**src/rtl/mem_arb_pkg.sv**
```systemverilog
// Shared types and constants for the unified instruction/data memory arbiter.
//   state_t  : arbiter FSM states
//   owner_t  : which requester owns the transaction in flight
//   SIZE_*   : access-size encodings used on mem_size / ram_size
//   CNT_W    : width of the latency and starvation counters (covers 1..15)
package mem_arb_pkg;

  typedef enum logic [1:0] {
    ST_IDLE  = 2'd0,
    ST_ISSUE = 2'd1,
    ST_WAIT  = 2'd2,
    ST_DONE  = 2'd3
  } state_t;

  typedef enum logic {
    OWN_IF  = 1'b0,
    OWN_MEM = 1'b1
  } owner_t;

  localparam logic [1:0] SIZE_BYTE = 2'b00;
  localparam logic [1:0] SIZE_HALF = 2'b01;
  localparam logic [1:0] SIZE_WORD = 2'b10;

  localparam int CNT_W = 4;

endpackage

```
**src/rtl/arb_latency_counter.sv**
```systemverilog
// Down-counter that times the RAM read latency.
//   clk, reset : clock, synchronous active-high reset
//   load       : load load_val (takes priority over dec)
//   load_val   : value loaded on load
//   dec        : decrement by one (holds at zero)
//   zero       : count is zero, or reaches zero with this cycle's decrement
module arb_latency_counter
  import mem_arb_pkg::*;
#(
  parameter int WIDTH = CNT_W
) (
  input  logic             clk,
  input  logic             reset,
  input  logic             load,
  input  logic [WIDTH-1:0] load_val,
  input  logic             dec,
  output logic             zero
);

  logic [WIDTH-1:0] count;

  // NOTE: sequential state is always assigned with <= so every register
  // samples the pre-edge values of its inputs, independent of block order.
  always_ff @(posedge clk) begin
    if (reset) begin
      count <= '0;
    end else if (load) begin
      count <= load_val;
    end else if (dec && (count != '0)) begin
      count <= count - WIDTH'(1);
    end
  end

  // Looking one decrement ahead lets the owner act in the same cycle the
  // count expires instead of one cycle later.
  assign zero = (count == '0) | (dec & (count == WIDTH'(1)));

endmodule

```
**src/rtl/unified_mem_arbiter.sv**
```systemverilog
// Arbitrates a fetch port (IF) and a data port (MEM) onto one single-port
// RAM with a fixed read latency. Data requests win unless the fetch side has
// already lost STARVE_LIMIT consecutive grants.
//   clk, reset                 : clock, synchronous active-high reset
//   if_req/if_addr/if_flush    : fetch request, byte address, squash
//   if_rdata/if_ack/if_stall   : fetched word, completion pulse, stall
//   mem_req/mem_write/mem_size : data request, store flag, access size
//   mem_addr/mem_wdata         : data address and store data
//   mem_rdata/mem_ack/mem_stall: load data, completion pulse, stall
//   ram_en/ram_we/ram_size     : RAM issue strobe, write enable, size
//   ram_addr/ram_wdata/ram_rdata: RAM address, write data, read data
//   busy                       : a transaction is in progress
module unified_mem_arbiter
  import mem_arb_pkg::*;
#(
  parameter int MEM_LATENCY  = 2,
  parameter int STARVE_LIMIT = 4
) (
  input  logic        clk,
  input  logic        reset,
  input  logic        if_req,
  input  logic [31:0] if_addr,
  input  logic        if_flush,
  output logic [31:0] if_rdata,
  output logic        if_ack,
  output logic        if_stall,
  input  logic        mem_req,
  input  logic        mem_write,
  input  logic [1:0]  mem_size,
  input  logic [31:0] mem_addr,
  input  logic [31:0] mem_wdata,
  output logic [31:0] mem_rdata,
  output logic        mem_ack,
  output logic        mem_stall,
  output logic        ram_en,
  output logic        ram_we,
  output logic [1:0]  ram_size,
  output logic [31:0] ram_addr,
  output logic [31:0] ram_wdata,
  input  logic [31:0] ram_rdata,
  output logic        busy
);

  localparam logic [CNT_W-1:0] LAT_VAL    = CNT_W'(MEM_LATENCY);
  localparam logic [CNT_W-1:0] STARVE_MAX = CNT_W'(STARVE_LIMIT);

  state_t           state_q, state_d;
  owner_t           owner_q;
  logic             write_q;
  logic             flushed_q;
  logic [CNT_W-1:0] starve_q;

  logic cnt_load, cnt_dec, cnt_zero;
  logic if_ok, grant_if, grant_mem, in_idle, capture;

  arb_latency_counter #(.WIDTH(CNT_W)) u_lat_cnt (
    .clk     (clk),
    .reset   (reset),
    .load    (cnt_load),
    .load_val(LAT_VAL),
    .dec     (cnt_dec),
    .zero    (cnt_zero)
  );

  // A fetch squashed in the same cycle is not eligible for a grant.
  assign if_ok     = if_req & ~if_flush;
  assign in_idle   = (state_q == ST_IDLE);
  assign grant_if  = in_idle & if_ok & (~mem_req | (starve_q == STARVE_MAX));
  assign grant_mem = in_idle & mem_req & ~grant_if;
  assign capture   = (state_q == ST_WAIT) & cnt_zero;

  // NOTE: every signal written here gets a default first, so no path through
  // the case statement can leave a value unassigned and infer a latch.
  always_comb begin
    state_d  = state_q;
    cnt_load = 1'b0;
    cnt_dec  = 1'b0;
    ram_en   = 1'b0;
    ram_we   = 1'b0;
    if_ack   = 1'b0;
    mem_ack  = 1'b0;
    unique case (state_q)
      ST_IDLE: begin
        if (grant_if || grant_mem) state_d = ST_ISSUE;
      end
      ST_ISSUE: begin
        ram_en   = ~reset;
        ram_we   = ~reset & write_q;
        cnt_load = 1'b1;
        state_d  = ST_WAIT;
      end
      ST_WAIT: begin
        cnt_dec = 1'b1;
        if (cnt_zero) state_d = ST_DONE;
      end
      ST_DONE: begin
        // A flush that lands in DONE still suppresses the fetch ack.
        if_ack  = ~reset & (owner_q == OWN_IF) & ~flushed_q & ~if_flush;
        mem_ack = ~reset & (owner_q == OWN_MEM);
        state_d = ST_IDLE;
      end
      default: state_d = ST_IDLE;
    endcase
  end

  assign if_stall  = if_req & ~if_ack;
  assign mem_stall = mem_req & ~mem_ack;
  assign busy      = ~in_idle;

  always_ff @(posedge clk) begin
    if (reset) begin
      state_q   <= ST_IDLE;
      owner_q   <= OWN_IF;
      write_q   <= 1'b0;
      flushed_q <= 1'b0;
      starve_q  <= '0;
      ram_size  <= 2'b00;
      ram_addr  <= '0;
      ram_wdata <= '0;
      if_rdata  <= '0;
      mem_rdata <= '0;
    end else begin
      state_q <= state_d;

      if (in_idle) begin
        flushed_q <= 1'b0;
        if (grant_mem) begin
          owner_q   <= OWN_MEM;
          write_q   <= mem_write;
          ram_size  <= mem_size;
          ram_addr  <= mem_addr;
          ram_wdata <= mem_wdata;
        end else if (grant_if) begin
          owner_q   <= OWN_IF;
          write_q   <= 1'b0;
          ram_size  <= SIZE_WORD;
          ram_addr  <= if_addr;
          ram_wdata <= '0;
        end
      end else if ((owner_q == OWN_IF) && if_flush) begin
        flushed_q <= 1'b1;
      end

      if (capture) begin
        if ((owner_q == OWN_MEM) && !write_q) mem_rdata <= ram_rdata;
        if ((owner_q == OWN_IF) && !flushed_q && !if_flush) if_rdata <= ram_rdata;
      end

      // Counts data grants that jumped ahead of a waiting fetch.
      if (!if_req || grant_if) begin
        starve_q <= '0;
      end else if (grant_mem && (starve_q != STARVE_MAX)) begin
        starve_q <= starve_q + CNT_W'(1);
      end
    end
  end

endmodule

```
**config.mk**
```make
export PLATFORM = sky130hd
export DESIGN_NAME = unified_mem_arbiter
export DESIGN_NICKNAME = d
export VERILOG_FILES = /design/src/rtl/mem_arb_pkg.sv /design/src/rtl/arb_latency_counter.sv /design/src/rtl/unified_mem_arbiter.sv
export SDC_FILE = /design/constraint.sdc
export NUM_CORES = 1
export LEC_CHECK = 0
export ABC_AREA = 1
export CORE_AREA = 3 3 106 108
export DETAILED_ROUTE_END_ITERATION = 12
export DIE_AREA = 0 0 109 111
export DONT_BUFFER_PORTS = 1
export PLACE_DENSITY = 0.81
export SETUP_SLACK_MARGIN = 0.2
export SYNTH_ARGS = -nofsm -noshare
export SYNTH_HDL_FRONTEND = slang
export SYNTH_SLANG_ARGS = --single-unit
```
**constraint.sdc**
```tcl
create_clock -name clk -period 2.86 [get_ports clk]
set_input_delay 0.572 -clock clk [delete_from_list [all_inputs] [get_ports clk]]
set_output_delay 0.572 -clock clk [all_outputs]
set_load 0.005 [all_outputs]
```
* Word-level counts from Yosys, hierarchy flattened
Index checks and enable logic that the tools add are counted.
** Operators by class
- Add/subtract/negate cells :: 2
- Multiply operators :: 0
- Divide/modulo/power cells :: 0
- Magnitude comparators :: 0
- Equal/unequal tests :: 8
- Shift operators :: 0
- Mux-type cells :: 20
- Bitwise logic cells :: 25
- Reductions and logical operators :: 24
** Operators by type and width (number)
- two-way mux 32 bit :: 4
- AND 1 bit :: 14
- two-way mux 2 bit :: 6
- two-way mux 1 bit :: 9
- inverter 1 bit :: 9
- one-hot mux 2 bit (4 select lines) :: 1
- AND reduction 2 bit :: 4
- logical AND 1 bit :: 6
- OR reduction 2 bit :: 3
- adder 4 x 1 -> 4 bit (second input constant) :: 1
- == test 2 bit (second input constant) :: 2
- == test 4 x 1 -> 1 bit (second input constant) :: 1
- == test 4 x 3 -> 1 bit (second input constant) :: 1
- zero test 1 bit :: 4
- zero test 4 bit :: 1
- inequality test 4 x 3 -> 1 bit (second input constant) :: 1
- nonzero test 2 bit :: 2
- nonzero test 4 bit :: 1
- subtractor 4 x 1 -> 4 bit (second input constant) :: 1
- == test 2 x 1 -> 1 bit (second input constant) :: 1
- zero test 2 bit :: 1
- logical OR 1 bit :: 2
- inequality test 2 x 1 -> 1 bit (second input constant) :: 1
- inequality test 2 bit (second input constant) :: 1
- bitwise OR 1 bit :: 2
** Word-level totals
- Bits in registers :: 143
- Latch bits :: 0
- Bits in writable memories :: 0
- Memory bits (read-only) :: 0
- Input bits :: 136
- Output and inout port bits :: 137
- Word-level logic and storage cells :: 91
- Memories :: 0

* Logic depth before layout (Yosys ltp)
Gate-level depths: netlist of the first run.
- Depth after elaboration :: 9
- Depth in mapped cells :: 9
- Mapped depth without buffers :: 8

* Cells and area by module
A second synthesis of the first run with hierarchy kept.
** Unflattened totals
- Cell total of the unflattened synthesis :: 733
- Area, all modules :: 5778.0 µm²
** Modules (own cells, without submodules)
- unified_mem_arbiter :: instances 1, cells an instance 693, area an instance 5506.5 µm², seq. area each 2782.7 µm²
- arb_latency_counter :: instances 1, cells an instance 40, area an instance 271.5 µm², seq. area each 80.1 µm²

* Worst setup path after synthesis of the first run
No wires, ideal clock.
- Path type :: input -> output
- Start :: in reset
- End :: out ram_we
- Arrival time :: 1.262 ns
- Data required time :: 2.288 ns
- Setup slack :: 1.026 ns
- Stages on the path :: 6
- Path buffers :: 3
- Cell sequence :: clkbuf_1 -> inv_2 -> buf_2 -> buf_2 -> nand2_1 -> nor2_1
** Between the ends
- Cells in the longest elaborated chain, start to end :: 3
** RTL lines
- start: declaration :: RTL line unified_mem_arbiter.sv:20 : input logic reset,
- inverter 1 bit :: RTL line unified_mem_arbiter.sv:88 : ram_we = ~reset & write_q;
- AND 1 bit :: RTL line unified_mem_arbiter.sv:88
- two-way mux 1 bit :: RTL line unified_mem_arbiter.sv:82 : unique case (state_q)
- end: declaration :: RTL line unified_mem_arbiter.sv:36 : output logic ram_we,
Every way passes these cells.

* Final worst setup path of the first run
- Start :: reg owner_q
- End :: out if_stall
** Between the ends
- Cells in the longest elaborated chain, start to end :: 7
** RTL lines
- start: declaration :: RTL line unified_mem_arbiter.sv:48 : owner_t owner_q;
- start signal: assignment :: RTL line unified_mem_arbiter.sv:113 : owner_q <= OWN_IF;
- start signal: assignment :: RTL line unified_mem_arbiter.sv:128 : owner_q <= OWN_MEM;
- start signal: assignment :: RTL line unified_mem_arbiter.sv:134 : owner_q <= OWN_IF;
- inverter 1 bit :: RTL line unified_mem_arbiter.sv:98 : if_ack = ~reset & (owner_q == OWN_IF) & ~flushed_q & ~if_flush;
- AND 1 bit (3 in a row) :: RTL line unified_mem_arbiter.sv:98
- two-way mux 1 bit :: RTL line unified_mem_arbiter.sv:82
- via if_ack :: RTL line unified_mem_arbiter.sv:25 : output logic if_ack,
- inverter 1 bit :: RTL line unified_mem_arbiter.sv:106 : assign if_stall = if_req & ~if_ack;
- AND 1 bit :: RTL line unified_mem_arbiter.sv:106
- end: declaration :: RTL line unified_mem_arbiter.sv:26 : output logic if_stall,
The timed path passes the listed nets, and every way through them passes these cells.

==> metrics.csv, run 1 <==
metric;value;unit
switching power;2.26;mW
crit path time final;2.30;ns
GR Util All Layers;25.2;%
Antenna Nets Post-Route;0;
Clock Tree Buf Depth;2;
CP endpoint kind;primary output;
Ys Warns;0;
CTS Sinks;143;
Slew Limit Headroom;47.9;%
Max IR drop VDD;0.000650;V
Power Dens Cells;970;mW/mm^2
Clk network pwr share;32.5;%
cts repair resizes;0;
post-synth cell types;25;
Final Cell Area;0.00647;sq mm
hold-fix buffers at CTS;0;
Skew-Pair Late Insertion Delay;0.51;ns
combinational power share;24.5;%
outcome;finished, final reports clean;
vias per std cell;5.66;
Worst Hold Class;in2reg;
number of antenna violations at the first check in global routing;0;
Setup Buffers After CTS;0;
PortBufs;0;
dominant cell type by area after synthesis;dfxtp_1;
Die Wd;109;um
HPWL after DPL;10800;um
total wire length;15500;um
Clock Pin Slew Worst Setup and Hold Paths;0.06;ns
Yosys top cell area share;47.8;%
Vias;5361;
vias in the first global route;5047;
initial detailed-routing violation count;554;
Hold Vio Cnt, Final;0;
nets;942;
CTS HTree Levels;4;
critical path class;reg2out;
row count;37;
sw frac;36.1;%
Seq/Total Area, Yosys;47.8;%
fmax;435;MHz
synthesized area;0.00599;sq mm
starting density of the core;58.0;%
Internal Power;4.01;mW
layout cells sized above 1;7.27;%
crit path DAT;1.73;ns
drt first pass iters;6;
Finished Core Util;62.6;%
first-pass GRT wire length;24600;um
Required @ worst endpoint;2.29;ns
wire per inst;16.3;um
Num CTS Buffers;17;
Worst Max-Slew Pin Slew;0.780;ns
io pins;273;
Inserted Diodes;0;
post-synthesis net count;971;
RSZ-0062 raised after global routing;no;
fin crit share;80.5;%
Layout Skew;0.00820;ns
MaxCap Viol Count;0;
CP Launch Type;flop;
post-synthesis cell count;827;
die area;0.0121;sq mm
sequential power share;43.0;%
Tot Pwr;6.27;mW
Root Buffer;clkbuf_8;
# fillers;856;
final setup fails;0;
area delta synth->final;8.00;%
Core Box Area;0.0103;sq mm
worst-path fanout max;3;
LEAKAGE;2.73;nW
CTS tree;yes;
GPL Wtd Cong;0.823;
Final TNS setup;0;ns
Slew Viols, Final;0;
Congestion Overflow GR;0;
die height;111;um
post-placement cell area;0.00592;sq mm
largest cells by area after synthesis;dfxtp_1 (48%), nand2_1 (9.5%), nand3_1 (8.8%);
DRC viols;0;
largest net degree at the start of global routing;65;
mean area per synthesized cell;7.24;sq um
#FFs+latches synth;143;
==> final timing paths <==
check               from       endpoint  slack (ns)  depth (start not counted)
min reg2reg  ram_size[0]    ram_size[0]        0.48                          2
min                reset  ram_wdata[20]        0.12                          1
max              owner_q       if_stall        0.56                          4
max reg2reg   state_q[0]    starve_q[3]        0.70                          9
==> routing by layer <==
metal | routed length [um] | share of wire (%) | GRT usage, %
met1 | 5820 | 38 | 29.4
met4 | 332 | 2.1 | 9.34
met5 | 0 | 0 | 0
met3 | 1530 | 9.9 | 8.27
met2 | 7780 | 50 | 42.3
==> critical path, stage by stage, from the launching register on <==
cell,delay [ns]
dfxtp_1,0.36
nor3_4,0.20
inv_2,0.06
nor3_1,0.47
nor2_1,0.13
==> cell type report <==
cell class                 instances  area (sq um)  share of cell area (%)
tap                              136           170                    2.63
timing repair buffer               9          67.6                    1.04
inverter                          59           221                    3.42
clock buffer                      17           414                    6.40
multi-input combinational        568          2590                    40.1
clock inverter                    15           136                    2.11
sequential                       143          2860                    44.3
==> cells in the final DEF (no fill, tap or decap), drive strengths merged, types with 4 or more instances in the layout <==
cell | netlist | final
o21ai | 71 | 71
inv | 59 | 63
dfxtp | 143 | 143
clkbuf | 20 | 17
nor3 | 4 | 4
nor2 | 144 | 144
nand2 | 157 | 157
ha | 8 | 8
clkinv | 0 | 9
nand3 | 106 | 106
buf | 37 | 9
a21oi | 75 | 75
==> power by group through the flow <==
| stage | Sequential (mW) | Clock (mW) | Combinational (mW) |
|---|---|---|---|
| final | 2.69 | 2.04 | 1.54 |
| after global routing | 2.73 | 2.17 | 1.78 |
| after CTS | 2.70 | 2.07 | 1.53 |
| after detailed placement | 2.73 | 0 | 1.53 |
| after global placement | 2.72 | 0 | 1.44 |
| after floorplan | 2.62 | 0 | 1.36 |
==> through the flow <==
stage,setup slack (ns),std cells,hold WS [ns]
2_1_floorplan,1.03,827,0.450
3_3_place_gp,0.883,915,0.470
3_5_place_dp,0.704,915,0.471
4_1_cts,0.526,947,0.104
5_1_grt,0.420,947,0.0870
6_report,0.559,947,0.122
==> cell families after synthesis <==
kind of cell,Yosys count,share of synthesized area (%)
buf+inv,116,8.86
flops,143,47.8
compound gates,147,12.3
xor+xnor,1,0.146
simple gates,412,29.2
fa+ha+maj,8,1.67
==> synthesized netlist by cell type <==
cell	instances
a21oi_1	75
buf_1	6
buf_2	10
buf_4	20
buf_6	1
clkbuf_1	20
dfxtp_1	143
ha_1	8
inv_1	52
inv_2	7
nand2_1	152
nand2_2	4
nand2_4	1
nand3_1	105
nand3_2	1
nand3b_1	1
nor2_1	140
nor2_2	1
nor2_4	3
nor3_1	3
nor3_4	1
o211ai_1	1
o21ai_0	63
o21ai_1	8
xor2_1	1
==> state kept, by name, summed over array words and instances (netlist names) <==
register,cells
flushed_q,1
if_rdata,32
mem_rdata,32
owner_q,1
ram_addr,32
ram_size,2
ram_wdata,32
starve_q,4
state_q,2
u_lat_cnt.count,4
write_q,1
No activity file was read; power rests on OpenSTA's default activity.
==> run 2: changes to the inputs <==
Clock period 2.86 ns to 2.3 ns, I/O delays scaled along.
==> metrics.csv, run 2 (same netlist as run 1, synthesis figures left out) <==
metric;value;unit;change
crit path max-delay cell type;dfxtp_1;;
first-pass GRT wire length;24600;um;about the same
Required @ worst endpoint;1.84;ns;-0.45 ns
critical path class;reg2out;;
largest net degree at the start of global routing;65;;unchanged
Power Dens Cells;1200;mW/mm^2;+24%
M1 GR Usage;28.7;%;-0.79 points
Internal Power;5.08;mW;+27%
combinational power share;25.3;%;+0.8 points
worst setup margin;0.249;ns;-0.310 ns
Clock Pin Slew Worst Setup and Hold Paths;0.06;ns;about the same
DRC viols;0;;unchanged
Hold Slack;0.0771;ns;-0.0450 ns
Vias;5477;;+2.2%
placed insts;918;;+0.33%
commonest non-fill, non-tap cell in the layout;nand2_1;;
fin crit share;89.2;%;
die height;111;um;unchanged
Hold Vio Cnt, Final;0;;unchanged
Slew Limit Headroom;48.8;%;+0.92 points
worst-path fanout max;3;;unchanged
Root Buffer;clkbuf_8;;
CTS Sinks;143;;unchanged
vias in the first global route;5033;;-0.28%
crit path DAT;1.59;ns;-0.14 ns
wire per inst;16.7;um;+2.5%
Max IR drop VDD;0.000957;V;+47%
Congestion Overflow GR;0;;unchanged
fmax;488;MHz;
Die Wd;109;um;unchanged
CP Launch Type;flop;;
Antenna Nets Post-Route;0;;unchanged
layout cells sized above 1;7.57;%;+0.30 points
LEAKAGE;2.76;nW;+1.2%
Inserted Diodes;0;;unchanged
met3 usage;8.27;%;unchanged
dpl ws;0.353;ns;-0.351 ns
MaxCap Viol Count;0;;unchanged
most frequent cells in the layout;nand2_1 (152), dfxtp_1 (143), nor2_1 (140), nand3_1 (105), a21oi_1 (75);;
final setup fails;0;;unchanged
sw frac;35.7;%;-0.38 points
crit path time final;2.05;ns;
row count;37;;unchanged
Num CTS Buffers;17;;unchanged
# fillers;858;;+0.23%
vias per std cell;5.74;;+1.3%
io pins;273;;unchanged
nets;950;;+0.85%
Setup Buffers After CTS;0;;unchanged
total wire length;16000;um;+3.4%
RSZ-0062 raised after global routing;yes;;
PortBufs;0;;unchanged
Final TNS setup;0;ns;unchanged
busiest grt layer;met2;;
outcome;finished, final reports clean;;
switching power;2.82;mW;+25%
HPWL after DPL;11200;um;+3.2%
Worst Hold Class;in2reg;;
GR Util All Layers;25.3;%;+0.19 points
drt first pass iters;5;;-1
CP endpoint kind;primary output;;
initial detailed-routing violation count;552;;-0.36%
GPL Wtd Cong;0.782;;-5.0%
Worst path max stage delay;0.37;ns;-0.10 ns
die area;0.0121;sq mm;unchanged
Clock Tree Buf Depth;2;;unchanged
CTS HTree Levels;4;;unchanged
number of antenna violations at the first check in global routing;0;;unchanged
Final Cell Area;0.00659;sq mm;+1.9%
final non-filler cell total;955;;+0.84%
Global Route met2 Usage;43.1;%;+0.86 points
post-placement cell area;0.00596;sq mm;+0.80%
Core Box Area;0.0103;sq mm;unchanged
Clk network pwr share;32.3;%;-0.2 points
crit path cell chain;ha_1, inv_1, nor3_2, buf_4;;
area delta synth->final;10.0;%;
sequential power share;42.4;%;-0.6 points
Skew-Pair Late Insertion Delay;0.50;ns;about the same
starting density of the core;58.0;%;unchanged
Worst Max-Slew Pin Slew;0.766;ns;-0.0138 ns
CTS tree;yes;;
Layout Skew;0.00989;ns;+0.00168 ns
Slew Viols, Final;0;;unchanged
-- run 2: power by group through the flow --
stage / registers [mW] / clock network (mW) / logic [mW]
final: 3.35 / 2.55 / 2.00
after global routing: 3.39 / 2.72 / 2.28
after CTS: 3.35 / 2.59 / 1.98
after detailed placement: 3.40 / 0 / 1.96
after global placement: 3.38 / 0 / 1.84
after floorplan: 3.26 / 0 / 1.69
-- run 2: area by class of cell --
type / instances / area (sq um) / share of cell area [%]
timing repair buffer: 17 / 165 / 2.51
clock buffer: 21 / 449 / 6.82
inverter: 59 / 221 / 3.36
tap: 136 / 170 / 2.58
multi-input combinational: 568 / 2610 / 39.6
clock inverter: 11 / 109 / 1.65
sequential: 143 / 2860 / 43.5
-- run 2: stage by stage --
step | util (%) | total power, mW
after floorplan | - | 4.95
after global placement | 57.8 | 5.22
after detailed placement | 57.8 | 5.36
after CTS | 63.5 | 7.92
after global routing | 63.8 | 8.39
final | 63.8 | 7.90
-- run 2: final timing paths --
check / cells after the start / end / slack, ns / from
setup reg to reg: 7 / ram_wdata[15] / 0.38 / state_q[0]
hold reg to reg: 2 / ram_size[0] / 0.49 / ram_size[0]
setup / recovery: 4 / if_ack / 0.25 / state_q[0]
hold / removal: 2 / ram_size[1] / 0.08 / mem_size[1]
-- run 2: per-layer routing --
metal	wire [um]	up-vias
li1	-	2616
met1	5950	2486
met4	423	0
met2	8050	337
met5	0	-
met3	1560	38
-- run 2: worst max-delay path: cells and delay by family (launching register included) --
kind                     cells  cell delay [ns]
flip-flops                   1             0.37
adder cells (fa/ha/maj)      1             0.17
AND/OR/NAND/NOR              1             0.31
buffers and inverters        2             0.25
-- run 2: timing repair --
item | 4_1_cts | 5_1_grt
setup endpoints to repair | 2 | 21
endpoints found under the hold margin | 17 | 12
pin swaps | 0 | 0
gates resized for setup | 0 | 3
hold buffers | 3 | 2
